[src/rtl/cla_share_pkg.sv]
// Shared types for the CLA final-adder sharing arbiter: requester state, tag payload, widths.
package cla_share_pkg;

  localparam int unsigned CLA_WIDTH = 48;
  localparam int unsigned TAG_IDX_W = 2;  // covers up to 4 requesters

  typedef enum logic [1:0] {
    ST_IDLE = 2'd0,
    ST_BUSY = 2'd1,
    ST_DONE = 2'd2
  } req_state_e;

  typedef struct packed {
    logic                 vld;
    logic [TAG_IDX_W-1:0] idx;
  } cla_tag_t;

endpackage

[src/rtl/cla_rr_arb.sv]
// One-hot request picker for the shared CLA: round-robin by default,
// lowest-index fixed priority when CLA_SHARE_ARB_FIXED_PRIO_EN is defined.
module cla_rr_arb #(
  parameter int unsigned NREQ = 2,
  localparam int unsigned IDXW = $clog2(NREQ)
) (
`ifndef CLA_SHARE_ARB_FIXED_PRIO_EN
  input  logic            clk,
  input  logic            nreset,
`endif
  input  logic [NREQ-1:0] eligible,
  output logic [NREQ-1:0] grant,
  output logic [IDXW-1:0] grant_idx,
  output logic            grant_vld
);

  logic [IDXW-1:0] cand;

`ifndef CLA_SHARE_ARB_FIXED_PRIO_EN
  logic [IDXW-1:0] ptr_q;

  // Position 'off' steps after the pointer, wrapping at NREQ.
  function automatic logic [IDXW-1:0] rot(input logic [IDXW-1:0] p, input int unsigned off);
    int unsigned s;
    s = 32'(p) + off;
    if (s >= NREQ) s = s - NREQ;
    return IDXW'(s);
  endfunction

  always_ff @(posedge clk or negedge nreset) begin
    if (!nreset) begin
      ptr_q <= '0;
    end else if (grant_vld) begin
      ptr_q <= (grant_idx == IDXW'(NREQ - 1)) ? '0 : grant_idx + IDXW'(1);
    end
  end
`endif

  always_comb begin
    grant     = '0;
    grant_idx = '0;
    grant_vld = 1'b0;
    cand      = '0;
    for (int unsigned i = 0; i < NREQ; i++) begin
`ifdef CLA_SHARE_ARB_FIXED_PRIO_EN
      cand = IDXW'(i);
`else
      cand = rot(ptr_q, i);
`endif
      if (!grant_vld && eligible[cand]) begin
        grant_vld = 1'b1;
        grant_idx = cand;
      end
    end
    if (grant_vld) grant[grant_idx] = 1'b1;
  end

endmodule

[src/rtl/cla_share_arb.sv]
// Shares one pipelined CLA final adder between NREQ requesters; per-requester result holding.
// Arbitration policy selected by CLA_SHARE_ARB_FIXED_PRIO_EN (defined: fixed priority).
module cla_share_arb
  import cla_share_pkg::*;
#(
  parameter int unsigned WIDTH   = CLA_WIDTH,
  parameter int unsigned NREQ    = 2,
  parameter int unsigned CLA_LAT = 2
) (
  input  logic                  clk,
  input  logic                  nreset,
  input  logic [NREQ-1:0]       req_valid,
  output logic [NREQ-1:0]       req_ready,
  input  logic [NREQ*WIDTH-1:0] req_s,
  input  logic [NREQ*WIDTH-1:0] req_c,
  output logic [NREQ-1:0]       res_valid,
  input  logic [NREQ-1:0]       res_ready,
  output logic [NREQ*WIDTH-1:0] res_sum,
  output logic [NREQ-1:0]       res_cout,
  output logic [WIDTH-1:0]      cla_s,
  output logic [WIDTH-1:0]      cla_c,
  input  logic [WIDTH-1:0]      cla_sum,
  input  logic                  cla_cout
);

  localparam int unsigned IDXW = $clog2(NREQ);

  req_state_e      state_q [NREQ];
  req_state_e      state_d [NREQ];
  logic [NREQ-1:0] eligible;
  logic [NREQ-1:0] grant;
  logic [IDXW-1:0] grant_idx;
  logic            grant_vld;
  logic [NREQ-1:0] cap;
  cla_tag_t        tag_q [CLA_LAT];
  cla_tag_t        tag_out;

  cla_rr_arb #(.NREQ(NREQ)) u_arb (
`ifndef CLA_SHARE_ARB_FIXED_PRIO_EN
    .clk       (clk),
    .nreset    (nreset),
`endif
    .eligible  (eligible),
    .grant     (grant),
    .grant_idx (grant_idx),
    .grant_vld (grant_vld)
  );

  assign req_ready = grant;
  assign tag_out   = tag_q[CLA_LAT-1];

  // One outstanding op per requester: a DONE slot frees up only when its result is consumed.
  always_comb begin
    eligible = '0;
    cap      = '0;
    for (int unsigned k = 0; k < NREQ; k++) begin
      eligible[k] = req_valid[k] &&
                    ((state_q[k] == ST_IDLE) || ((state_q[k] == ST_DONE) && res_ready[k]));
      cap[k]      = tag_out.vld && (tag_out.idx == TAG_IDX_W'(k));
    end
  end

  always_ff @(posedge clk or negedge nreset) begin
    if (!nreset) begin
      for (int unsigned k = 0; k < NREQ; k++) state_q[k] <= ST_IDLE;
    end else begin
      for (int unsigned k = 0; k < NREQ; k++) state_q[k] <= state_d[k];
    end
  end

  always_comb begin
    for (int unsigned k = 0; k < NREQ; k++) begin
      state_d[k] = state_q[k];
      case (state_q[k])
        ST_IDLE: if (grant[k]) state_d[k] = ST_BUSY;
        ST_BUSY: if (cap[k])   state_d[k] = ST_DONE;
        ST_DONE: if (res_ready[k]) state_d[k] = grant[k] ? ST_BUSY : ST_IDLE;
        default: state_d[k] = ST_IDLE;
      endcase
    end
  end

  // Operand registers and tag pipe tracking which requester owns each CLA stage.
  always_ff @(posedge clk or negedge nreset) begin
    if (!nreset) begin
      cla_s <= '0;
      cla_c <= '0;
      for (int unsigned i = 0; i < CLA_LAT; i++) tag_q[i] <= '0;
    end else begin
      if (grant_vld) begin
        cla_s <= req_s[32'(grant_idx) * WIDTH +: WIDTH];
        cla_c <= req_c[32'(grant_idx) * WIDTH +: WIDTH];
      end
      tag_q[0].vld <= grant_vld;
      tag_q[0].idx <= TAG_IDX_W'(grant_idx);
      for (int unsigned i = 1; i < CLA_LAT; i++) tag_q[i] <= tag_q[i-1];
    end
  end

  // Result holding: capture sets valid (owner is BUSY then), consume clears it.
  always_ff @(posedge clk or negedge nreset) begin
    if (!nreset) begin
      res_valid <= '0;
      res_sum   <= '0;
      res_cout  <= '0;
    end else begin
      for (int unsigned k = 0; k < NREQ; k++) begin
        if (cap[k]) begin
          res_valid[k]               <= 1'b1;
          res_sum[k*WIDTH +: WIDTH]  <= cla_sum;
          res_cout[k]                <= cla_cout;
        end else if (res_ready[k]) begin
          res_valid[k] <= 1'b0;
        end
      end
    end
  end

endmodule

[config.mk]
export PLATFORM = sky130hd
export DESIGN_NAME = cla_share_arb
export DESIGN_NICKNAME = d
export VERILOG_FILES = /design/src/rtl/cla_share_pkg.sv /design/src/rtl/cla_rr_arb.sv /design/src/rtl/cla_share_arb.sv
export SDC_FILE = /design/constraint.sdc
export NUM_CORES = 1
export LEC_CHECK = 0
export ABC_AREA = 1
export CAP_MARGIN = 5
export CORE_AREA = 4 4 172 174
export DETAILED_ROUTE_END_ITERATION = 10
export DIE_AREA = 0 0 176 178
export PLACE_DENSITY = 0.66
export SLEW_MARGIN = 20
export SYNTH_ARGS = -nofsm -noshare
export SYNTH_HDL_FRONTEND = slang
export SYNTH_SLANG_ARGS = --single-unit
[constraint.sdc]
create_clock -name clk -period 3.5 [get_ports clk]
set_input_delay 0.35 -clock clk [delete_from_list [all_inputs] [get_ports clk]]
set_output_delay 0.35 -clock clk [all_outputs]
set_load 0.05 [all_outputs]
==> impl_results.md, run 1 <==
* Status: finished clean
* DR pass1 iterations at 5
* Gr usage total at 0.204
* Seq pwr share at 0.267
* Worst-Margin Slew at 1.13 ns
* Cell internal pwr at 7.76 mW
* Fillers at 2,591
* WL/cell at 17.1 um
* Crit end category: output pin
* Syn Area/Cell at 8.10 um2
* Pwr Density at 1060 mW/mm2
* Fin crit share at 0.667
* CP most frequent cell: nand2_1
* Antenna violations before repair at 0
* Most used DFF post-synth: dfrtp_1
* Total CTS buffers at 23
* TritonCTS clock tree: yes
* DIE AREA at 0.0313 mm2
* Total chip power at 15.7 mW
* Vias at 9,148
* Hpwl dp at 23,700 um
* Layout Nets at 1,798
* Row Count at 61
* Fin crit period at 2.33 ns
* Clock Skews at 0.00813 ns
* Max FO, Critical Path at 39
* YS warnings at 0
* Synth area leaders: dfrtp_1 55%, nand3_1 16%, nand2_1 8.4%
* Die height at 178 um
* CP Cell Sequence: nand2_2 -> nand3_4 -> nand2_1 -> nand2_1 -> inv_2 -> buf_12
* Clock latency on the worst-skew pair at 0.51 ns
* Yosys cell types at 19
* Final hold violations at 0
* FFs w/ async S/R, synth at 1.00
* Critical path class: reg2out
* Post-CTS Setup Inserts at 0
* CP max stage delay at 0.41 ns
* Drt drc at 0
* Seq cells post-synth at 205
* Net Sw Frac at 0.505
* Global-route wire length before repair at 51,200 um
* PortBufs at 444
* Fin area at 0.0147 mm2
* EDFF count, synth at 0
* Hold slack at 0.355 ns
* Worst vdd ir at 0.000555 V
* Critical-path top delay cell: dfrtp_1
* Comb power frac at 0.588
* Largest net degree at the start of global routing at 109
* Clk slew on worst S/H paths at 0.06 ns
* Fin util at 0.530
* DP Area at 0.0140 mm2
* Critical path buffers and inverters at 2
* Clock power share at 0.146
* Setup TNS at 0 ns
* H-tree depth at 1
* Relative slew slack at 0.244
* Syn Nets at 1,395
* Slew Limit Fails at 0
* Initial Utilization at 0.335
* Number of DRC markers in iteration 0 at 575
* Post-Syn Area at 0.00930 mm2
* IO Pins at 445
* CTS sink count at 205
* CP top delay family: simple AND/OR/NAND/NOR gates
* Max cap viols at 0
* Sequential-to-total area share from yosys stat at 0.552
* Share of the synthesized area in the top cell type at 0.552
* Synth top cells by count: 290 x nand3_1, 207 x nand2_1, 205 x dfrtp_1
* P&R area growth vs syn at 58.4%
* Clk buf depth at 3
* CP Launch Type: register
* P_leak at 6.98 nW
* RSZ-0062 raised after global routing: no
* Crit path arrival time at 1.98 ns
* CP Data Required Time at 3.15 ns
* Share of cells above drive strength 1 at 0.0428
* Switching power total at 7.90 mW
* Routability cong. at 0.866
* Highest clock rate at 0.429 GHz
* Routed Antenna Nets at 0
* Root Driver: clkbuf_16
* Worst hold-check path type: reg2reg
* # setup viols final at 0
* Total gr overflow at 0
* N_diodes at 0
* Cell with the most instances after synthesis: nand3_1
* Vias per cell at 4.70
* Core Area at 0.0278 mm2
* Post-synth top area cell: dfrtp_1
* Post-Synthesis Cells at 1,148
* Die Wd at 176 um
* Vias in the first global route at 9,139
* Total Wirelength at 33,300 um
==> final timing paths <==
| kind | startpoint | to | slack [ns] | depth (start not counted) |
|---|---|---|---|---|
| min in group asynchronous | nreset | res_sum[74] | 0.52 | 2 |
| max in group asynchronous | nreset | tag_out[0] | 2.17 | 3 |
| hold reg to reg | tag_q[3] | tag_out[0] | 0.36 | 0 |
| hold / removal | tag_q[3] | tag_out[0] | 0.36 | 0 |
| setup reg to reg | state_q[3] | cla_s[12] | 1.48 | 5 |
| setup / recovery | state_q[1] | req_ready[0] | 1.17 | 6 |
==> cells in the final DEF (no fill, tap or decap), types with 7 or more instances in the layout <==
cell | synthesis | layout
nor2_1 | 98 | 98
buf_4 | 4 | 11
dfrtp_1 | 205 | 205
o21ai_0 | 99 | 99
inv_2 | 7 | 7
nand3_1 | 290 | 290
clkbuf_16 | 0 | 23
clkdlybuf4s50_1 | 0 | 441
inv_1 | 150 | 150
clkbuf_1 | 28 | 7
nand2_1 | 207 | 206
==> metal layers <==
layer | vias up | routed length (um) | GRT usage
met4 | 0 | 767 | 0.0468
li1 | 4442 | - | -
met2 | 364 | 16300 | 0.351
met1 | 4294 | 12800 | 0.247
met5 | - | 0 | 0
met3 | 48 | 3480 | 0.0723
==> cell families (layout without fill, tap and decap cells) <==
family,after synthesis,after routing,synth area share
compound gates,102,102,0.0549
buf+inv,238,657,0.106
flops,205,205,0.552
simple gates,603,603,0.287
==> repair_timing <==
action                    CTS  global route
resized for setup           0             0
hold buffers                1             0
hold endpoints to repair   92             0
==> registers in the layout (all words and copies together) (netlist names) <==
signal,flops
res_sum,96
cla_c,48
cla_s,48
state_q,4
res_cout,2
res_valid,2
tag_out,2
tag_q,2
u_arb.ptr_q,1
==> per-stage QoR <==
stage	setup slack [ns]	cells
4_1_cts	1.11	1945
2_1_floorplan	1.92	1148
3_3_place_gp	1.06	1903
6_report	1.17	1945
5_1_grt	1.01	1945
3_5_place_dp	1.03	1903
==> power groups by stage <==
stage          Sequential, mW  Clock, mW  Combinational (mW)
6_report                 4.17       2.28                9.20
5_1_grt                  4.33       2.47                9.75
4_1_cts                  4.18       2.35                9.30
3_5_place_dp             4.19          0                9.28
3_3_place_gp             4.15          0                9.20
2_1_floorplan            7.97          0                2.10
==> layout make-up <==
type                       count  area [um2]  share of cell area
inverter                     157         589              0.0400
multi-input combinational    705        3210               0.218
sequential                   205        5130               0.348
tap                          378         473              0.0321
timing repair buffer         459        4620               0.314
clock inverter                 6        37.5             0.00255
clock buffer                  35         671              0.0455
Power figures use the tool's default switching activity.
==> run 2: changes to the inputs <==
--- a/config.mk
+++ b/config.mk
@@ -7,10 +7,10 @@
 export LEC_CHECK = 0
 export ABC_AREA = 1
 export CAP_MARGIN = 5
-export CORE_AREA = 4 4 172 174
+export CORE_AREA = 4 4 169 171
 export DETAILED_ROUTE_END_ITERATION = 10
-export DIE_AREA = 0 0 176 178
-export PLACE_DENSITY = 0.66
+export DIE_AREA = 0 0 173 175
+export PLACE_DENSITY = 0.71
 export SLEW_MARGIN = 20
 export SYNTH_ARGS = -nofsm -noshare
 export SYNTH_HDL_FRONTEND = slang
==> constraint.sdc (replaced) <==
create_clock -name clk -period 2.1 [get_ports clk]
set_input_delay 0.21 -clock clk [delete_from_list [all_inputs] [get_ports clk]]
set_output_delay 0.21 -clock clk [all_outputs]
set_load 0.05 [all_outputs]
==> run 2 against run 1 <==
Sequential share of layout area shrank 0.47 points. Critical path type unchanged. Critical endpoint is now cla_s[36]. Flip-flop and latch count unchanged. Global-route usage grew 0.080 points.
==> impl_results.md, run 2 (synthesis results as in run 1) <==
* Row Count at 60 (-1.6%)
* R2R Path End: cla_s[8]
* PortBufs at 444 (unchanged)
* Relative slew slack at 0.599 (+0.355)
* Clk slew on worst S/H paths at 0.06 ns (about the same)
* Fin crit share at 0.921
* Highest clock rate at 0.517 GHz
* P&R area growth vs syn at 60.6%
* FF-to-FF Start: state_q[3]
* Commonest non-fill, non-tap cell in the layout: clkdlybuf4s50_1
* CP Launch Type: register
* Cell internal pwr at 13.5 mW (+74%)
* Crit end category: output pin
* Most frequent cells in the layout: 441 x clkdlybuf4s50_1, 290 x nand3_1, 206 x nand2_1
* Clk buf depth at 3 (unchanged)
* Critical path class: reg2out
* Sequential cell area at 0.00513 mm2 (unchanged)
* Comb power frac at 0.578 (-0.010)
* Fillers at 2,443 (-5.7%)
* # setup viols final at 0 (unchanged)
* P_leak at 7.10 nW (+1.7%)
* CP max stage delay at 0.86 ns (+0.45 ns)
* Fin util at 0.556 (+0.0254)
* Biggest registers after layout: res_sum x96, cla_c x48, cla_s x48
* Critical path buffers and inverters at 1 (-1)
* Die height at 175 um (-1.7%)
* Core Area at 0.0269 mm2 (-3.3%)
* Vias at 9,368 (+2.4%)
* Max FO, Critical Path at 2 (-95%)
* Post_cts resized at 0 (unchanged)
* Fin crit period at 1.93 ns
* CP Data Required Time at 1.89 ns (-1.26 ns)
* Total CTS buffers at 24 (+4.3%)
* Worst-Margin Slew at 0.600 ns (-0.535 ns)
* Total chip power at 26.7 mW (+70%)
* Seq pwr share at 0.260 (-0.007)
* Layout Nets at 1,807 (+0.50%)
* Post-CTS Setup Inserts at 0 (unchanged)
* Net Sw Frac at 0.494 (-0.0108)
* H-tree depth at 1 (unchanged)
* Pwr Density at 1790 mW/mm2 (+68%)
* Routability cong. at 0.828 (-4.4%)
* TritonCTS clock tree: yes
* Worst R2R Path Depth at 6 (+1)
* Slew Limit Fails at 0 (unchanged)
* Area of the multi-input gates at 0.00321 mm2 (unchanged)
* Critical-path top delay cell: clkdlybuf4s50_1
* CTS sink count at 205 (unchanged)
* Switching power total at 13.2 mW (+67%)
* Clock power share at 0.162 (+0.016)
* DIE AREA at 0.0303 mm2 (-3.4%)
* Hpwl dp at 23,500 um (-0.78%)
* Instance count on the critical path at 1 (-5)
* Hold slack at 0.256 ns (-0.0995 ns)
* Worst vdd ir at 0.000849 V (+53%)
* Drt drc at 0 (unchanged)
* Worst hold-check path type: in2async
* Routed Antenna Nets at 0 (unchanged)
* Clock latency on the worst-skew pair at 0.51 ns (about the same)
* Largest net degree at the start of global routing at 101 (-7.3%)
* Clock Skews at 0.0123 ns (+0.00415 ns)
* Number of flip-flops under the largest register name at 96 (unchanged)
* Status: finished clean
* DR pass1 iterations at 5 (unchanged)
* IO Pins at 445 (unchanged)
* Crit path arrival time at 1.72 ns (-0.26 ns)
* Global-route wire length before repair at 51,000 um (-0.46%)
* WL/cell at 17.1 um (-0.30%)
* Share of cells above drive strength 1 at 0.0501 (+0.00734)
* R2R Setup Slk at 0.55 ns (-0.93 ns)
* Gr usage total at 0.205 (+0.000803)
* Vias per cell at 4.88 (+3.8%)
* CP Cell Sequence: clkdlybuf4s50_1
* Vias in the first global route at 9,055 (-0.92%)
* Antenna violations before repair at 1 (+1)
* Total gr overflow at 0 (unchanged)
* Initial Utilization at 0.346 (+0.0113)
* Die Wd at 173 um (-1.7%)
* RSZ-0062 raised after global routing: no
* Final std cells w/o fill at 1,919 (-1.3%)
* Root Driver: clkbuf_16
* Final hold violations at 0 (unchanged)
* Number of DRC markers in iteration 0 at 659 (+15%)
* Top reg by flops: res_sum
* Total Wirelength at 32,800 um (-1.6%)
* Max cap viols at 0 (unchanged)
* Inst Count DP at 1,874 (-1.5%)
* Setup TNS at 0 ns (unchanged)
* CP top delay family: buffers and inverters
[run 2: cell types whose count changed in the layout (fill, tap and decap cells not counted), sizes merged]
cell	delta
buf	+8
bufinv	+2
clkbuf	+2
clkinv	-3
clkinvlp	+1
diode	+1
[run 2: power by group through the flow]
stage                     clock network (mW)  registers (mW)  logic, mW
after floorplan                            0            13.3       3.51
after global placement                     0            6.91       15.4
after detailed placement                   0            6.96       15.5
after CTS                               4.44            6.95       15.6
after global routing                    4.59            7.18       16.3
final                                   4.31            6.95       15.4
[run 2: final cells by class]
type	count	area share
timing repair buffer	467	0.318
clock inverter	6	0.00603
tap	341	0.0286
clock buffer	37	0.0496
antenna	1	0.000168
multi-input combinational	705	0.215
inverter	157	0.0395
sequential	205	0.344
[run 2: worst max path at each step]
| stage | end | start |
|---|---|---|
| floorplan | req_ready[0] | state_q[2] |
| global placement | cla_c[8] | req_valid[1] |
| detailed placement | cla_s[14] | res_ready[0] |
| CTS | cla_c[2] | cla_c[2] |
| global route | req_ready[0] | state_q[2] |
| finish | cla_s[36] | cla_s[36] |
[run 2: routing by layer]
layer | vias up | GRT usage | routed length (um)
met3 | 58 | 0.0671 | 2940
met5 | - | 0 | 0
met2 | 399 | 0.344 | 15900
met4 | 0 | 0.0565 | 941
met1 | 4447 | 0.254 | 13000
li1 | 4464 | - | -
[run 2: what timing repair did]
action / CTS / global route
hold buffers: 1 / 0
endpoints found under the hold margin: 49 / 0
endpoints found under the setup margin: 0 / 0
[run 2: metrics by stage]
| stage | setup slack (ns) | area, um2 |
|---|---|---|
| 4_1_cts | 0.113 | 14900 |
| 2_1_floorplan | 0.664 | 9300 |
| 3_5_place_dp | 0.217 | 14100 |
| 3_3_place_gp | 0.256 | 14100 |
| 6_report | 0.167 | 14900 |
| 5_1_grt | 0.0507 | 14900 |
